**config.mk**
```make
export PLATFORM = sky130hd
export DESIGN_NAME = fdiv_ctrl
export DESIGN_NICKNAME = d
export VERILOG_FILES = /design/src/rtl/fdiv_ctrl_pkg.sv /design/src/rtl/fdiv_chan.sv /design/src/rtl/fdiv_ctrl.sv
export SDC_FILE = /design/constraint.sdc
export NUM_CORES = 1
export LEC_CHECK = 0
export CAP_MARGIN = 20
export CORE_MARGIN = 5
export CORE_UTILIZATION = 30
export CTS_CLUSTER_SIZE = 20
export DETAILED_ROUTE_END_ITERATION = 12
export HOLD_SLACK_MARGIN = 0.03
export SLEW_MARGIN = 20
export SYNTH_ARGS = -nofsm -noshare
export SYNTH_HDL_FRONTEND = slang
export SYNTH_SLANG_ARGS = --single-unit
export TNS_END_PERCENT = 1
```
**constraint.sdc**
```tcl
create_clock -name clk -period 6.3 [get_ports clk]
set_input_delay 1.26 -clock clk [delete_from_list [all_inputs] [get_ports clk]]
set_output_delay 1.26 -clock clk [all_outputs]
set_load 0.01 [all_outputs]
```
**src/rtl/fdiv_ctrl_pkg.sv**
```systemverilog
// Shared definitions for the fdiv_ctrl clock-divider controller:
// command op-codes, command-port FSM states and channel-index width.
package fdiv_ctrl_pkg;

  // Command op-codes carried on cfg_op
  localparam logic [1:0] OP_SET_DIV = 2'b00;
  localparam logic [1:0] OP_START   = 2'b01;
  localparam logic [1:0] OP_STOP    = 2'b10;
  localparam logic [1:0] OP_SET_NOW = 2'b11;

  // Width of the cfg_ch channel index (up to 8 channels)
  localparam int CH_W = 3;

  // Command port: IDLE accepts, COMMIT is the one-cycle turnaround
  typedef enum logic {
    ST_IDLE   = 1'b0,
    ST_COMMIT = 1'b1
  } fsm_state_t;

endpackage

```
**src/rtl/fdiv_chan.sv**
```systemverilog
// One divider channel: counts prescaler ticks up to its divisor, emits a
// one-cycle tick and toggles a square wave on every wrap. A commanded
// divisor change (SET_DIV) is held in a shadow register until the next wrap.
// cmd_oneshot is tied low by the top unless FDIV_CTRL_ONESHOT_EN is defined.
module fdiv_chan
  import fdiv_ctrl_pkg::*;
#(
  parameter int            CW      = 32,
  parameter logic [CW-1:0] DIV_RST = '0
) (
  input  logic          clk,
  input  logic          rst,
  input  logic          pre_tick,
  input  logic          cmd_en,
  input  logic [1:0]    cmd_op,
  input  logic [CW-1:0] cmd_div,
  input  logic          cmd_oneshot,
  output logic          tick,
  output logic          wave,
  output logic          active
);

  logic [CW-1:0] cnt_reg;
  logic [CW-1:0] div_reg;
  logic [CW-1:0] shadow_reg;
  logic          pend_reg;
  logic          active_reg;
  logic          tick_reg;
  logic          wave_reg;
  logic          oneshot_reg;
  logic          wrap;

  assign wrap = active_reg && pre_tick && (cnt_reg == div_reg);

  // Channel state: START/STOP/SET_NOW override a same-cycle wrap, SET_DIV
  // lets the wrap finish with the old shadow and then re-arms the pending load.
  always_ff @(posedge clk) begin
    if (rst) begin
      cnt_reg     <= '0;
      div_reg     <= DIV_RST;
      shadow_reg  <= DIV_RST;
      pend_reg    <= 1'b0;
      active_reg  <= 1'b0;
      tick_reg    <= 1'b0;
      wave_reg    <= 1'b0;
      oneshot_reg <= 1'b0;
    end else begin
      tick_reg <= 1'b0;
      if (cmd_en && (cmd_op != OP_SET_DIV)) begin
        if (cmd_op == OP_START) begin
          div_reg     <= shadow_reg;
          cnt_reg     <= '0;
          wave_reg    <= 1'b0;
          pend_reg    <= 1'b0;
          active_reg  <= 1'b1;
          oneshot_reg <= cmd_oneshot;
        end else if (cmd_op == OP_STOP) begin
          active_reg <= 1'b0;
          wave_reg   <= 1'b0;
          cnt_reg    <= '0;
        end else begin
          div_reg    <= cmd_div;
          shadow_reg <= cmd_div;
          cnt_reg    <= '0;
          pend_reg   <= 1'b0;
        end
      end else begin
        if (wrap) begin
          cnt_reg  <= '0;
          tick_reg <= 1'b1;
          wave_reg <= ~wave_reg;
          if (pend_reg) begin
            div_reg  <= shadow_reg;
            pend_reg <= 1'b0;
          end
          if (oneshot_reg) begin
            active_reg <= 1'b0;
          end
        end else if (active_reg && pre_tick) begin
          cnt_reg <= cnt_reg + 1'b1;
        end
        if (cmd_en) begin
          shadow_reg <= cmd_div;
          pend_reg   <= 1'b1;
        end
      end
    end
  end

  assign tick   = tick_reg;
  assign wave   = wave_reg;
  assign active = active_reg;

endmodule

```
**src/rtl/fdiv_ctrl.sv**
```systemverilog
// Multi-channel clock-divider controller: a shared prescaler feeds NCH
// fdiv_chan instances, configured through a valid/ready command port.
// Optional feature macro: FDIV_CTRL_ONESHOT_EN adds cfg_oneshot (sampled on
// START) so a channel can emit a single tick and then stop itself.
module fdiv_ctrl
  import fdiv_ctrl_pkg::*;
#(
  parameter int            NCH      = 4,
  parameter int            CW       = 32,
  parameter int            PRESCALE = 1,
  parameter logic [CW-1:0] DIV_RST  = '0
) (
  input  logic            clk,
  input  logic            rst,
  input  logic            cfg_valid,
  output logic            cfg_ready,
  input  logic [1:0]      cfg_op,
  input  logic [CH_W-1:0] cfg_ch,
  input  logic [CW-1:0]   cfg_div,
`ifdef FDIV_CTRL_ONESHOT_EN
  input  logic            cfg_oneshot,
`endif
  output logic            cfg_err,
  output logic [NCH-1:0]  tick_o,
  output logic [NCH-1:0]  wave_o,
  output logic [NCH-1:0]  active_o
);

  localparam int PW = (PRESCALE > 1) ? $clog2(PRESCALE) : 1;

  logic [PW-1:0]  pre_cnt_reg;
  logic           pre_tick;
  fsm_state_t     state_reg;
  fsm_state_t     state_next;
  logic           accept;
  logic           cfg_ready_reg;
  logic           cfg_err_reg;
  logic           oneshot_in;
  logic [NCH-1:0] cmd_en;

`ifdef FDIV_CTRL_ONESHOT_EN
  assign oneshot_in = cfg_oneshot;
`else
  assign oneshot_in = 1'b0;
`endif

  assign pre_tick = (pre_cnt_reg == PW'(PRESCALE - 1));

  // Shared prescaler: free-running 0..PRESCALE-1, pre_tick on the last count
  always_ff @(posedge clk) begin
    if (rst || pre_tick) begin
      pre_cnt_reg <= '0;
    end else begin
      pre_cnt_reg <= pre_cnt_reg + 1'b1;
    end
  end

  // Command FSM state register; cfg_ready is registered from the next state
  always_ff @(posedge clk) begin
    if (rst) begin
      state_reg     <= ST_IDLE;
      cfg_ready_reg <= 1'b1;
      cfg_err_reg   <= 1'b0;
    end else begin
      state_reg     <= state_next;
      cfg_ready_reg <= (state_next == ST_IDLE);
      cfg_err_reg   <= accept && (int'(cfg_ch) >= NCH);
    end
  end

  // Command FSM next state: accept in IDLE, one dead cycle in COMMIT
  always_comb begin
    state_next = state_reg;
    accept     = 1'b0;
    case (state_reg)
      ST_IDLE: begin
        if (cfg_valid) begin
          accept     = 1'b1;
          state_next = ST_COMMIT;
        end
      end
      ST_COMMIT: state_next = ST_IDLE;
      default:   state_next = ST_IDLE;
    endcase
  end

  assign cfg_ready = cfg_ready_reg;
  assign cfg_err   = cfg_err_reg;

  for (genvar gi = 0; gi < NCH; gi++) begin : g_chan
    assign cmd_en[gi] = accept && (cfg_ch == CH_W'(gi));

    fdiv_chan #(
      .CW      (CW),
      .DIV_RST (DIV_RST)
    ) u_chan (
      .clk         (clk),
      .rst         (rst),
      .pre_tick    (pre_tick),
      .cmd_en      (cmd_en[gi]),
      .cmd_op      (cfg_op),
      .cmd_div     (cfg_div),
      .cmd_oneshot (oneshot_in),
      .tick        (tick_o[gi]),
      .wave        (wave_o[gi]),
      .active      (active_o[gi])
    );
  end

endmodule

```
==> qor.txt, run 1 <==
RUN STATUS
------------------------------------------------------------------------------------
Result of the run .....................................................    completed

SYNTHESIS
------------------------------------------------------------------------------------
Yosys warns ...........................................................            0
Nets in the synthesized netlist .......................................         2183
Proportion of synthesized flip-flops having asynchronous set or reset .           0%
Syn Inst Count ........................................................         2135
Number of distinct library cells after synthesis ......................           48
Average instance area after synthesis .................................    8.970 um2
Fraction of the yosys area taken by sequential cells ..................       42.23%
Top_reg_cell synth ....................................................      dfxtp_1
Post-Synthesis Cell Area ..............................................    19150 um2
Flip-flop and latch count after synthesis .............................          404
Number of flops mapped to enable cells by yosys .......................            0

MIN PATH
------------------------------------------------------------------------------------
Endpoint of the worst hold path ....................................... g_chan[3].u_chan.shadow_reg[23]
Worst Hold Depth ......................................................            2
Type of the worst min-delay path ...................................... flip-flop to flip-flop
Startpoint of the tightest hold check path ............................ g_chan[3].u_chan.shadow_reg[23]

PWR
------------------------------------------------------------------------------------
Areal power density over the cells .................................... 254.6 nW/um2
Leak ..................................................................     6.612 nW
IR Drop Worst-Case VDD ................................................     217.5 uV

ROUTING
------------------------------------------------------------------------------------
DRC errors left .......................................................            0
Overall via count from detail_route ...................................        14980
Average routed wire per standard cell .................................     18.16 um
Final antenna-violating net count .....................................            0
Number of detailed-routing iterations run before antenna repair .......            5
Via-per-instance ratio ................................................        5.099
Total routed wirelength ...............................................     53350 um
Iteration-0 DRC Markers ...............................................         1189

SETUP PATH
------------------------------------------------------------------------------------
Largest fanout on the critical path ...................................           33
Crit Reg-Reg Startpoint ...............................................  pre_cnt_reg
WP data required ......................................................      6.74 ns
Longest individual stage delay on the worst path ......................      0.57 ns
Reg-to-reg critical path endpoint ..................................... g_chan[0].u_chan.div_reg[31]
Depth of the critical timing path with buffers and inverters included .           11
Crit path max-delay family ............................................ simple AND/OR/NAND/NOR gates
Worst Path Buf+Inv ....................................................            4
Worst Setup End Kind ..................................................    flip-flop
Crit start category ...................................................   input port
Setup slack, reg-to-reg ...............................................      3.13 ns
Depth of the worst register-to-register path ..........................            8
CP max stage cell .....................................................       or4b_1
Arrival time of the worst setup path ..................................      4.82 ns
Worst setup path class ................................................ input port to flip-flop
Most common cell on crit path .........................................        buf_4
Cell chain of the critical path ....................................... clkdlybuf4s50_1 -> inv_1 -> ha_1 -> or4b_1 -> or3_1 -> and3_1 -> nand3_1 -> buf_4 -> and2_1 -> buf_4 -> o31ai_1

GLOBAL ROUTE
------------------------------------------------------------------------------------
GRT overflow ..........................................................            0
Largest net degree at the start of global routing .....................          138
Number of antenna violations at the first check in global routing .....            4
All-Layer GR Usage ....................................................       14.68%
Via count of the first global-routing pass ............................        14100
Global-route wire length before repair ................................     82500 um

TIMING
------------------------------------------------------------------------------------
Sum Neg Setup Slack ...................................................         0 ns
Final worst clock skew ................................................   0.01183 ns
Period utilization ....................................................       69.65%
Finish-stage setup viols ..............................................            0
Worst hold slack ......................................................    0.4531 ns
Highest Clock Rate ....................................................    227.9 MHz
Worst-margin pin slew .................................................     1.108 ns
Setup repair after global routing missed its margin ...................           no
Relative slew margins .................................................       25.43%
Max Transition Viols Final ............................................            0
Period minus WS final .................................................     4.388 ns
Final hold violation count ............................................            0

CELLS AND AREA
------------------------------------------------------------------------------------
Post-route design area ................................................    21680 um2
Fraction of layout instances using a drive strength above 1 ...........       6.934%
Area added between synthesis and finish ...............................       13.19%
Final net count .......................................................         2104

CLOCK TREE
------------------------------------------------------------------------------------
Count of cells resized by post-cts repair .............................            0
Cell chosen for the clock root ........................................    clkbuf_16
CTS tree ..............................................................          yes
Post-CTS setup-driven buffer insertion count ..........................            0
Clock net sink count ..................................................          404
Clk slew on worst S/H paths ...........................................      0.06 ns
Maximum number of buffers from clock root to sink .....................            3
Number of buffers added by the clock tree synthesis step ..............           45
Number of hold-repair buffers added at the cts stage ..................            0
Number of H-tree levels ...............................................            2
Latest clock arrival within the worst-skew pair .......................      0.58 ns

FLOORPLANNING
------------------------------------------------------------------------------------
Core region area ......................................................    63200 um2
Die Span X ............................................................     262.7 um
Initial core utilization ..............................................       30.30%
Total Die Area ........................................................    68990 um2
Total I/O pin count ...................................................           54
Number of core rows ...................................................           92
Chip Height ...........................................................     262.7 um

PLACED DESIGN
------------------------------------------------------------------------------------
Post-DP HPWL ..........................................................     35610 um
Routability congestion estimate from global placement .................       0.8033
Dpl cell area .........................................................    20130 um2
Number of I/O port buffers ............................................           53

FLOW RUN
------------------------------------------------------------------------------------
Maxcap violations .....................................................            0

[tightest hold or removal path: cells and delay by family, from the launching register on]
| family | cells | cell delay, ns |
|---|---|---|
| simple gates | 1 | 0.05 |
| compound gates | 1 | 0.05 |
| flops | 1 | 0.31 |
[how the worst max path moves through the flow]
| stage | start | to | slack (ns) |
|---|---|---|---|
| 6_report | cfg_op[0] | g_chan[0].u_chan.div_reg[31] | 1.91 |
| 2_1_floorplan | cfg_op[0] | g_chan[0].u_chan.div_reg[10] | 2.88 |
| 3_3_place_gp | cfg_op[0] | g_chan[0].u_chan.div_reg[2] | 1.42 |
| 4_1_cts | cfg_op[0] | g_chan[0].u_chan.div_reg[15] | 1.96 |
| 3_5_place_dp | cfg_op[0] | g_chan[0].u_chan.div_reg[15] | 1.37 |
| 5_1_grt | cfg_op[0] | g_chan[2].u_chan.div_reg[8] | 1.64 |
[layer usage]
metal / up-vias / share of wire (%) / global-route usage [%]
met3: 73 / 6.0 / 2.781
met1: 7226 / 47 / 20.83
met2: 358 / 45 / 23.15
li1: 7318 / - / -
met4: 6 / 1.9 / 3.590
met5: - / 0.077 / 0
[per-stage QoR]
stage                     setup slack [ns]  instances  utilization, %  power, W
final                                1.912       2938           34.30  0.005519
after floorplan                      2.875       2135               -  0.002795
after CTS                            1.965       2935           34.21  0.005556
after global placement               1.421       2852           31.82  0.002889
after detailed placement             1.366       2853           31.85  0.002894
after global routing                 1.639       2937           34.30  0.005688
[layout by cell type, fill, tap and decap left out, drive strengths merged, types with 20 or more instances in the layout]
cell	synthesis	final
nor3	26	26
nor4	21	21
nor2	202	202
clkbuf	157	71
dfxtp	404	404
nand2	198	198
buf	48	27
and3	20	20
nand4b	129	129
nand4	62	62
nand3	109	109
xnor2	163	163
mux2i	163	163
o31ai	129	129
inv	31	32
xor2	75	75
clkdlybuf4s50	0	52
a21oi	105	105
[final cells by class]
| class | count | area (um2) |
|---|---|---|
| multi-input cells | 1495 | 10140 |
| inverters | 31 | 116.4 |
| fillers | 6363 | 41520 |
| clock buffers | 71 | 1346 |
| flip-flops and latches | 404 | 8088 |
| well taps | 846 | 1059 |
| repair buffers | 79 | 783.3 |
| clock inverters | 11 | 143.9 |
| diodes | 1 | 2.502 |
[power by group]
group	switching, W	leakage [nW]	total [W]	internal, W
registers	0.0000101	3.26	0.00258	0.00257
clock network	0.00109	0.715	0.00268	0.00159
logic	0.000184	2.64	0.000262	0.0000777
[synthesized netlist by cell type, drive strengths merged, types with 14 or more instances]
| cell type | n | share of area, % |
|---|---|---|
| inv | 31 | 0.61 |
| and4 | 14 | 0.64 |
| mux2i | 163 | 8.5 |
| clkbuf | 157 | 3.1 |
| nor3 | 26 | 0.68 |
| nand4b | 129 | 5.9 |
| nand2 | 198 | 3.9 |
| nand4 | 62 | 2.0 |
| buf | 48 | 1.5 |
| nor2 | 202 | 4.0 |
| and3 | 20 | 0.65 |
| xnor2 | 163 | 7.5 |
| o31ai | 129 | 5.8 |
| xor2 | 75 | 3.4 |
| nand3 | 109 | 2.8 |
| a21oi | 105 | 2.7 |
| nor4 | 21 | 0.69 |
| dfxtp | 404 | 42 |
[cell families after synthesis]
| family | count (synthesis) | synth area share [%] |
|---|---|---|
| other | 1 | 0.01958 |
| AOI/OAI and AO/OA | 252 | 9.395 |
| xor gates and xnor gates | 238 | 10.88 |
| buffers and inverters | 236 | 5.194 |
| DFF | 404 | 42.23 |
| and+or+nand+nor | 831 | 23.12 |
| adders and majority gates | 8 | 0.5227 |
| muxes | 165 | 8.637 |
(Power assumes the default switching activity.)
==> run 2, diff against run 1 <==
==> constraint.sdc (replaced) <==
create_clock -name clk -period 4 [get_ports clk]
set_input_delay 0.8 -clock clk [delete_from_list [all_inputs] [get_ports clk]]
set_output_delay 0.8 -clock clk [all_outputs]
set_load 0.01 [all_outputs]
==> qor.txt, run 2 (same netlist as run 1, synthesis figures left out) <==
MIN PATH
--------------------------------------------------------------------------------
Type of the worst min-delay path .................................. flip-flop to flip-flop
Endpoint of the worst hold path ................................... g_chan[2].u_chan.shadow_reg[28]
Worst Hold Depth ..................................................            2   unchanged
Startpoint of the tightest hold check path ........................ g_chan[2].u_chan.shadow_reg[28]

CLOCK TREE
--------------------------------------------------------------------------------
Number of buffers added by the clock tree synthesis step ..........           44   -2.2%
CTS tree ..........................................................          yes
Maximum number of buffers from clock root to sink .................            3   unchanged
Clock net sink count ..............................................          404   unchanged
Cell chosen for the clock root ....................................    clkbuf_16
Number of hold-repair buffers added at the cts stage ..............            0   unchanged
Latest clock arrival within the worst-skew pair ...................      0.57 ns   about the same
Count of cells resized by post-cts repair .........................            0   unchanged
Post-CTS setup-driven buffer insertion count ......................            0   unchanged
Number of H-tree levels ...........................................            2   unchanged
Clk slew on worst S/H paths .......................................      0.06 ns   about the same

PLACED DESIGN
--------------------------------------------------------------------------------
Number of I/O port buffers ........................................           53   unchanged
Post-DP HPWL ......................................................     36510 um   +2.5%
Routability congestion estimate from global placement .............       0.8212   +2.2%
Dpl cell area .....................................................    20390 um2   +1.3%

FLOORPLANNING
--------------------------------------------------------------------------------
Number of core rows ...............................................           92   unchanged
Total Die Area ....................................................    68990 um2   unchanged
Total I/O pin count ...............................................           54   unchanged
Core region area ..................................................    63200 um2   unchanged
Initial core utilization ..........................................       30.30%   unchanged
Chip Height .......................................................     262.7 um   unchanged
Die Span X ........................................................     262.7 um   unchanged

TIMING
--------------------------------------------------------------------------------
Sum Neg Setup Slack ...............................................         0 ns   unchanged
Highest Clock Rate ................................................    309.7 MHz
Max Transition Viols Final ........................................            0   unchanged
Final hold violation count ........................................            0   unchanged
Finish-stage setup viols ..........................................            0   unchanged
Period minus WS final .............................................     3.229 ns
Relative slew margins .............................................       33.16%   +7.7 points
Period utilization ................................................       80.72%
Final worst clock skew ............................................   0.01195 ns   +0.0001240 ns
Worst-margin pin slew .............................................    0.9934 ns   -0.1148 ns
Setup repair after global routing missed its margin ...............           no

GLOBAL ROUTE
--------------------------------------------------------------------------------
Global-route wire length before repair ............................     83740 um   +1.5%
Busiest grt layer .................................................         met2
GRT overflow ......................................................            0   unchanged
Largest net degree at the start of global routing .................          118   -14%
All-Layer GR Usage ................................................       14.91%   +0.23 points
Global-route track usage on met2 ..................................       22.96%   -0.18 points
Global routing met3 resource utilization ..........................       3.174%   +0.39 points
Via count of the first global-routing pass ........................        14500   +2.8%
Met1 Resource Use GR ..............................................       21.41%   +0.58 points
Number of antenna violations at the first check in global routing .            4   unchanged

SETUP PATH
--------------------------------------------------------------------------------
Worst Setup End Kind ..............................................    flip-flop
Crit start category ...............................................   input port
Depth of the worst register-to-register path ......................            7   -1
Largest fanout on the critical path ...............................           32   -3.0%
Setup slack, reg-to-reg ...........................................      1.06 ns   -2.07 ns
Worst setup path class ............................................ input port to flip-flop
WP data required ..................................................      4.42 ns   -2.32 ns
Crit Reg-Reg Startpoint ...........................................  pre_cnt_reg
Arrival time of the worst setup path ..............................      3.64 ns   -1.18 ns
Reg-to-reg critical path endpoint ................................. g_chan[1].u_chan.cnt_reg[0]

RUN STATUS
--------------------------------------------------------------------------------
Result of the run .................................................    completed

ROUTING
--------------------------------------------------------------------------------
Total routed wirelength ...........................................     53800 um   +0.84%
Final antenna-violating net count .................................            0   unchanged
Iteration-0 DRC Markers ...........................................         1176   -1.1%
Overall via count from detail_route ...............................        15200   +1.5%
DRC errors left ...................................................            0   unchanged
Number of detailed-routing iterations run before antenna repair ...            5   unchanged
Via-per-instance ratio ............................................        5.152   +1.0%
Average routed wire per standard cell .............................     18.23 um   +0.39%

CELLS AND AREA
--------------------------------------------------------------------------------
Post-route design area ............................................    21900 um2   +1.0%
Fraction of layout instances using a drive strength above 1 .......       7.557%   +0.62 points
Final net count ...................................................         2123   +0.90%
Area added between synthesis and finish ...........................       14.34%
Commonest non-fill, non-tap cells in the layout ................... 404 x dfxtp_1, 201 x nor2_1, 198 x nand2_1, 163 x xnor2_1, 163 x mux2i_1
Most common library cell in the layout ignoring fill and taps .....      dfxtp_1

FLOW RUN
--------------------------------------------------------------------------------
Maxcap violations .................................................            0   unchanged

PWR
--------------------------------------------------------------------------------
Leak ..............................................................     6.763 nW   +2.3%
Areal power density over the cells ................................ 400.3 nW/um2   +57%
IR Drop Worst-Case VDD ............................................     279.9 uV   +29%

## run 2: layout make-up
class	count	area [um2]
timing repair buffer	99	1006
sequential	404	8088
clock inverter	12	214.0
antenna	1	2.502
clock buffer	63	1294
tap	846	1059
fill	6374	41300
inverter	31	116.4
multi-input combinational	1495	10120
## run 2: worst max path at each step
stage / startpoint / end / slack [ns] / depth (start not counted)
finish: cfg_op[0] / g_chan[1].u_chan.div_reg[0] / 0.77 / 9
global route: cfg_op[0] / g_chan[1].u_chan.div_reg[0] / 0.69 / 9
CTS: cfg_op[0] / g_chan[1].u_chan.div_reg[0] / 0.79 / 9
global placement: cfg_op[0] / g_chan[1].u_chan.div_reg[31] / 0.30 / 9
detailed placement: cfg_op[0] / g_chan[1].u_chan.div_reg[0] / 0.19 / 9
floorplan: cfg_op[0] / g_chan[0].u_chan.div_reg[10] / 1.04 / 10
## run 2: through the flow
stage / hold WS, ns / setup WS, ns / std cells / util [%] / power (W)
after floorplan: 0.4357 / 1.035 / 2135 / - / 0.004403
after global placement: 0.4408 / 0.3015 / 2875 / 32.26 / 0.004576
after detailed placement: 0.4456 / 0.1945 / 2875 / 32.26 / 0.004583
after CTS: 0.4536 / 0.7947 / 2950 / 34.65 / 0.008857
after global routing: 0.4659 / 0.6904 / 2950 / 34.65 / 0.009044
final: 0.4527 / 0.7713 / 2951 / 34.65 / 0.008766
## run 2: critical path: stages
cell and delay (ns):
clkdlybuf4s50_1 0.50, inv_1 0.09, ha_1 0.35, or4b_1 0.57, o31ai_1 0.35, nor4_1 0.11, or4b_1 0.20, and2_4 0.51
o31ai_1 0.16
## run 2: report_power, final
group | switching [W] | internal (W)
Sequential | 0.0000156 | 0.00405
Combinational | 0.000300 | 0.000136
Clock | 0.00165 | 0.00262
## run 2: per-layer routing
metal  vias to the layer above  wire length [um]
li1                       7357                 -
met1                      7358             25240
met2                       410             23790
met3                        74              3604
met4                         4              1141
met5                         -                27
